File: config.mk
export PLATFORM = sky130hd
export DESIGN_NAME = nibble_regbank
export DESIGN_NICKNAME = d
export VERILOG_FILES = /design/src/rtl/nibble_regbank.sv
export SDC_FILE = /design/constraint.sdc
export NUM_CORES = 1
export LEC_CHECK = 0
export ABC_AREA = 1
export BUFFER_PORTS_ARGS = -buffer_cell sky130_fd_sc_hd__clkbuf_2
export CAP_MARGIN = 0
export CELL_PAD_IN_SITES_DETAIL_PLACEMENT = 1
export CELL_PAD_IN_SITES_GLOBAL_PLACEMENT = 1
export CORE_UTILIZATION = 35
export DETAILED_ROUTE_END_ITERATION = 16
export GPL_ROUTABILITY_DRIVEN = 1
export PLACE_DENSITY = 0.78
export SLEW_MARGIN = 20
export SYNTH_ARGS = -nofsm -noshare
export SYNTH_HDL_FRONTEND = slang
export SYNTH_SLANG_ARGS = --single-unit
File: constraint.sdc
create_clock -name CLK -period 2.7 [get_ports CLK]
set_input_delay 0.27 -clock CLK [delete_from_list [all_inputs] [get_ports CLK]]
set_output_delay 0.27 -clock CLK [all_outputs]
set_load 0.02 [all_outputs]
File: src/rtl/nibble_regbank.sv
// Nibble-wide register bank: program counter with return stack, jump register,
// output register and a synchronised input register behind a load mux.
module nibble_regbank #(
  parameter int NW = 4,
  parameter int NJ = 2,
  parameter int NO = 2,
  parameter int NI = 2,
  parameter int SD = 4,
  localparam int AW = NW * NJ,
  localparam int SW = $clog2(NJ + NI + 1)
) (
  input  logic             CLK,
  input  logic             RST,
  input  logic             pc_inc,
  input  logic             pc_ld,
  input  logic             pc_call,
  input  logic             pc_ret,
  input  logic [NJ-1:0]    jr_st,
  input  logic [NO-1:0]    or_st,
  input  logic [SW-1:0]    ld_sel,
  input  logic [NW-1:0]    STOREBUS,
  input  logic [NW*NI-1:0] IR,
  output logic [NW-1:0]    LOADBUS,
  output logic [AW-1:0]    PA,
  output logic [NW*NO-1:0] OR,
  output logic             sp_empty,
  output logic             sp_full,
  output logic [2:0]       err
);

  localparam int PW = $clog2(SD + 1);
  localparam logic [PW-1:0] SP_MAX = PW'(SD);
  localparam logic [SW-1:0] SEL_MAX = SW'(NJ + NI);

  logic [AW-1:0]    pc;
  logic [AW-1:0]    jr;
  logic [AW-1:0]    pc_next;
  logic [AW-1:0]    stack_top;
  logic [NW*NO-1:0] or_q;
  logic [NW*NI-1:0] ir_meta;
  logic [NW*NI-1:0] ir_sync;
  logic [PW-1:0]    sp;
  logic [AW-1:0]    stack [SD];
  logic [2:0]       err_q;
  logic             conflict;
  logic             bad_sel;

  assign pc_next  = pc + AW'(1);
  assign conflict = (pc_ret & (pc_call | pc_ld | pc_inc)) |
                    (pc_call & (pc_ld | pc_inc)) |
                    (pc_ld & pc_inc);
  assign bad_sel  = ld_sel > SEL_MAX;
  assign sp_empty = (sp == '0);
  assign sp_full  = (sp == SP_MAX);
  assign PA       = pc;
  assign OR       = or_q;
  assign err      = err_q;

  // Entry below the stack pointer, picked without indexing by an out-of-range sp.
  always_comb begin
    stack_top = '0;
    for (int i = 0; i < SD; i++) begin
      if (sp == PW'(i + 1)) stack_top = stack[i];
    end
  end

  always_comb begin
    LOADBUS = '0;
    for (int k = 0; k < NJ; k++) begin
      if (ld_sel == SW'(k + 1)) LOADBUS = jr[k*NW +: NW];
    end
    for (int k = 0; k < NI; k++) begin
      if (ld_sel == SW'(NJ + 1 + k)) LOADBUS = ir_sync[k*NW +: NW];
    end
  end

  always_ff @(posedge CLK) begin
    if (RST) begin
      pc      <= '0;
      jr      <= '0;
      or_q    <= '0;
      ir_meta <= '0;
      ir_sync <= '0;
      sp      <= '0;
      err_q   <= '0;
      for (int i = 0; i < SD; i++) stack[i] <= '0;
    end else begin
      ir_meta <= IR;
      ir_sync <= ir_meta;

      for (int k = 0; k < NJ; k++) begin
        if (jr_st[k]) jr[k*NW +: NW] <= STOREBUS;
      end
      for (int k = 0; k < NO; k++) begin
        if (or_st[k]) or_q[k*NW +: NW] <= STOREBUS;
      end

      // Only the highest-priority control executes; jr here is the pre-edge value.
      if (pc_ret) begin
        if (sp_empty) begin
          err_q[1] <= 1'b1;
        end else begin
          pc <= stack_top;
          sp <= sp - PW'(1);
        end
      end else if (pc_call) begin
        pc <= jr;
        if (sp_full) begin
          err_q[0] <= 1'b1;
        end else begin
          for (int i = 0; i < SD; i++) begin
            if (sp == PW'(i)) stack[i] <= pc_next;
          end
          sp <= sp + PW'(1);
        end
      end else if (pc_ld) begin
        pc <= jr;
      end else if (pc_inc) begin
        pc <= pc_next;
      end

      if (conflict || bad_sel) err_q[2] <= 1'b1;
    end
  end

endmodule
==> metrics.yaml, run 1 <==
fin_tns_setup_ns: 0
rows: 37
grt_pass1_vias: 3317
max_freq_ghz: 0.483
drt-met1-wl_um: 4250
max_cap_viol_count: 0
n_fill_cell: 1296
power.density_nw_per_um2: 724
start_util_pct: 35.8
path_class: "register to output pin"
finalNonFillerCells: 667
cts_buffers: 9
synth_ff_type: "dfxtp_1"
fin_skew_ns: 0.0129
endpoint_kind: "output pin"
crit_chain: "inv_1, ha_1, nand2_2, inv_1, clkbuf_2"
worst_slew_pin_slew_ns: 0.666
drive_above_1_share_pct: 15.8
wl_um: 10000
finalHoldViolations: 0
relSlewSlack_pct: 55.3
dp_hpwl_um: 7800
grt_util_all_layers_pct: 19.6
max-vdd-ir-drop_v: 0.000287
grt_max_degree: 25
wl_per_cell_um: 15.0
design.core.area_um2: 10300
path_clk_slew_ns: 0.09
cts_tree: "built"
rsz0062_at_grt: "no"
post_cts_resized: 0
io_buffers: 49
root_buffer: "clkbuf_8"
final_core_util_pct: 41.8
drtIter0Drc: 122
globalplace.congestion: 0.794
placed_cells: 651
sw_frac_of_total_pct: 31.4
netlist.area_leader.share_pct: 26.1
first_pass_iters: 10
die_w_um: 105
synth_area_um2: 3680
route.met3.wl_um: 364
p_int_mw: 2.14
grt-ovfl-total: 0
die_area_um2: 10900
cts_sinks: 78
vias: 3192
cp_max_fo: 19
antenna_found_initial: 0
async_flop_share_pct: 0
worstHoldPathType: "input port to register"
p_clk_share_pct: 34.5
post-route-period-util_pct: 76.6
crit_arrival_ns: 1.80
drc: 2
avgSynthCellArea_um2: 7.77
ys_top_cells_by_area: "edfxtp_1 (26%), dfxtp_1 (25%), nor2_1 (11%)"
diodes: 0
ys_seq_elements: 78
final-setup-viol-count: 0
p_sw_mw: 0.978
cp.required_ns: 2.43
postSynthCellCount: 474
synth_fp_nets: 506
clk_latency_ns: 0.36
pin_count: 50
h-tree-depth: 3
cts-hold-fix-buffers: 0
rrSetupSlack_ns: 0.65
dr_wl_met2_um: 5300
synth_top_area_cell: "edfxtp_1"
leakagePower_nw: 1.95
die_h_um: 105
vias_per_cell: 4.79
fin_crit_ns: 2.07
critPathLaunchType: "register"
crit_path_top_delay_cell: "dfxtp_1"
highest_layer: "met4"
post-synth-top-count-cell: "nor2_1"
violations: "design-rule violations"
combPwrFrac_pct: 20.8
grt_pass1_wl_um: 16600
holdWs_ns: 0.0988
ys_seq_area_share_pct: 51.1
cts_buffer_depth: 2
slowest_delay_ns: 0.42
seqPwrFrac_pct: 44.7
synth.distinct_cells: 30
slew_viol_final: 0
synthTopCellsByCount: "nor2_1 (110), nand2_1 (99), inv_1 (59)"
antenna_left: 0
nNetsFinal: 558
area_delta_synth_final_pct: 16.8
finalPower_mw: 3.11
synth_edf_count: 32
status: "finished, violations left"
yosys_warnings: 0
crit_top_cell: "inv_1"
cts_setup_buffers: 0
## power by group through the flow
| stage | Combinational (mW) | Sequential, mW | Clock, mW |
|---|---|---|---|
| CTS | 0.658 | 1.39 | 1.09 |
| floorplan | 0.411 | 1.44 | 0 |
| global route | 0.728 | 1.41 | 1.14 |
| global placement | 0.632 | 1.41 | 0 |
| detailed placement | 0.654 | 1.42 | 0 |
| finish | 0.649 | 1.39 | 1.07 |
## final cells by class
cell class / instances / area (µm²) / share of cell area [%]
clock inverters: 7 / 120 / 2.79
clock buffers: 9 / 124 / 2.88
well taps: 136 / 170 / 3.96
flip-flops and latches: 78 / 1880 / 43.8
repair buffers: 54 / 283 / 6.58
multi-input cells: 319 / 1480 / 34.3
inverters: 64 / 245 / 5.70
## per-stage QoR
| step | worst slack, ns | cell area (µm²) |
|---|---|---|
| 2_1_floorplan | 0.641 | 3680 |
| 3_3_place_gp | 0.777 | 4060 |
| 3_5_place_dp | 0.638 | 4060 |
| 4_1_cts | 0.629 | 4300 |
| 5_1_grt | 0.487 | 4300 |
| 6_report | 0.631 | 4300 |
## sequential cells by signal, summed over array words and instances (netlist names)
register,count
stack,32
OR,8
PA,8
ir_meta,8
ir_sync,8
jr,8
err,3
sp,3
## layer usage
layer | vias to the layer above | GRT usage [%]
met5 | - | 0
met4 | 0 | 6.74
met3 | 12 | 2.93
met2 | 66 | 36.4
met1 | 1519 | 22.8
li1 | 1595 | -
## final timing paths
check | from | to | depth (start not counted)
setup / recovery | sp[0] | sp_full | 5
hold / removal | IR[1] | ir_meta[1] | 3
setup reg to reg | sp[0] | stack[3][3] | 5
hold reg to reg | ir_meta[0] | ir_sync[0] | 2
## logic make-up after synthesis
kind of cell | Yosys count | synth area share, %
AND/OR/NAND/NOR | 242 | 26.7
flip-flops | 78 | 51.1
buffers and inverters | 77 | 8.83
AO/OA/AOI/OAI | 68 | 10.5
adder cells (fa/ha/maj) | 7 | 2.38
XOR/XNOR | 2 | 0.476
## critical path, delay by kind of cell, from the launching register on
kind | cells | cell delay (ns)
flip-flops | 1 | 0.42
adder cells (fa/ha/maj) | 1 | 0.25
buffers and inverters | 3 | 0.47
AND/OR/NAND/NOR | 1 | 0.30
## cells in the final DEF, fill, tap and decap left out, types with 3 or more instances in the layout
master and count:
dfxtp_1 46, buf_4 5, o21ai_1 6, edfxtp_1 32, nand2_2 3, bufinv_16 3
nor2_4 3, a21oi_1 28, o21ai_0 26, clkbuf_8 9, clkbuf_2 49, nand2_1 99
ha_1 7, nand3_1 20, nor2_1 110, inv_1 59, o2111ai_1 4
No activity file was read; power rests on OpenSTA's default activity.
==> run 2, diff against run 1 <==
Settings changed: PLACE_DENSITY 0.78 to 0.8.
Clock period 2.7 ns to 1.7 ns, I/O delays scaled along.
==> run 2 against run 1 <==
Effect of this change:
- the flow now finishes without violations
- via count increased by 0.50%
- sequential cell count unchanged
- worst setup slack got worse by 0.59 ns
- clock skew decreased by 0.0077 ns
- sequential share of layout area decreased by 1.6 points
- wire length decreased by 4.7%
- critical path type unchanged
- register-to-register slack got worse by 0.55 ns
- cell area increased by 4.1%
- largest cell class unchanged
- clock-buffer cell count increased by 2
- cell count increased by 2.7%
- global-route usage decreased by 0.53 points
==> metrics.yaml, run 2 (synthesis results as in run 1) <==
status: "finished clean"
slew_viol_final: 0
critPathLaunchType: "register"
final_core_util_pct: 43.6
h-tree-depth: 3
leakagePower_nw: 2.04
rrSetupSlack_ns: 0.10
grt-ovfl-total: 0
first_pass_iters: 4
path_clk_slew_ns: 0.08
grt_util_all_layers_pct: 19.1
dp_hpwl_um: 7310
fin_skew_ns: 0.00517
max_cap_viol_count: 0
root_buffer: "clkbuf_8"
die_h_um: 105
crit_arrival_ns: 1.49
fin_tns_setup_ns: 0
grt_pass1_wl_um: 16100
fin_crit_ns: 1.66
final-setup-viol-count: 0
pin_count: 50
cts_buffer_depth: 2
start_util_pct: 35.8
worstHoldPathType: "input port to register"
max_freq_ghz: 0.602
largest-register: "stack"
relSlewSlack_pct: 70.2
layout_common_cells: "nor2_1 (109), nand2_1 (98), inv_1 (56)"
grt_max_degree: 24
nNetsFinal: 576
power.density_nw_per_um2: 1100
cts_buffers: 9
largest_register_ffs: 32
worst_slew_pin_slew_ns: 0.447
drtIter0Drc: 118
drive_above_1_share_pct: 19.1
design.core.area_um2: 10300
post-route-period-util_pct: 97.7
rsz0062_at_grt: "yes"
vias: 3208
endpoint_kind: "output pin"
finalHoldViolations: 0
rows: 37
io_buffers: 49
die_w_um: 105
reg2reg_depth: 4
cts_tree: "built"
antenna_found_initial: 0
vias_per_cell: 4.68
n_fill_cell: 1284
wl_per_cell_um: 14.0
cp_max_fo: 18
clk_latency_ns: 0.36
cp.required_ns: 1.53
path_class: "register to output pin"
final_common_cell: "nor2_1"
max-vdd-ir-drop_v: 0.000534
drc: 0
area_delta_synth_final_pct: 21.6
grt_pass1_vias: 3430
wl_um: 9560
globalplace.congestion: 0.795
diodes: 0
die_area_um2: 10900
cts_sinks: 78
whs_path_depth: 3
antenna_left: 0
-- run 2: changes by cell type in the layout (fill, tap and decap cells not counted), sizes merged --
cell / delta
clkinvlp: -2
clkinv: +2
clkbuf: +2
dlygate4sd3: +8
bufinv: -2
buf: +10
-- run 2: final cells by class --
| type | instances | area [µm²] | share of cell area [%] |
|---|---|---|---|
| repair buffers | 72 | 448 | 10.0 |
| well taps | 136 | 170 | 3.80 |
| inverters | 64 | 245 | 5.48 |
| flip-flops and latches | 78 | 1890 | 42.1 |
| multi-input cells | 319 | 1490 | 33.3 |
| clock inverters | 5 | 60.1 | 1.34 |
| clock buffers | 11 | 174 | 3.88 |
-- run 2: critical path, stage by stage (launching register included) --
cell	delay, ns
dfxtp_4	0.37
inv_2	0.08
ha_2	0.20
nand2_2	0.07
buf_8	0.15
inv_2	0.09
clkbuf_4	0.17
-- run 2: path summary, 6_finish.rpt --
path | to | startpoint
worst min-delay path | OR[2] | STOREBUS[2]
worst max-delay path | sp_full | sp[0]
worst min register to register | ir_sync[6] | ir_meta[6]
worst max register to register | stack[3][5] | sp[0]
-- run 2: power breakdown --
group	leakage [nW]	total [mW]	switching (mW)	internal, mW
clock	0.121	1.60	0.738	0.863
sequential	0.715	2.20	0.0983	2.10
combinational	1.21	1.10	0.730	0.373
total	2.04	4.90	1.57	3.34
-- run 2: timing repair --
item                                   4_1_cts  5_1_grt
pin swaps                                    0        0
endpoints found under the hold margin        8        0
buffers inserted                             0        0
hold buffers                                 8        0
gates resized for setup                      9        5
setup endpoints to repair                    9       16
-- run 2: through the flow --
stage / instance area (µm²) / setup WS, ns / total power [mW] / hold WS, ns / cells
floorplan: 3690 / 0.00594 / 2.94 / 0.277 / 474
global placement: 4130 / 0.0879 / 3.28 / 0.362 / 661
global route: 4480 / -0.0463 / 5.17 / 0.101 / 685
detailed placement: 4130 / -0.0445 / 3.32 / 0.368 / 661
finish: 4480 / 0.0387 / 4.90 / 0.105 / 685
CTS: 4470 / 0.00529 / 4.95 / 0.0874 / 685
-- run 2: routing by layer --
metal / global-route usage, % / part of all wire [%] / wire length [µm]
met2: 37.1 / 55 / 5230
met5: 0 / 0 / 0
met1: 20.1 / 41 / 3930
met4: 6.44 / 1.3 / 123
met3: 4.12 / 2.8 / 270
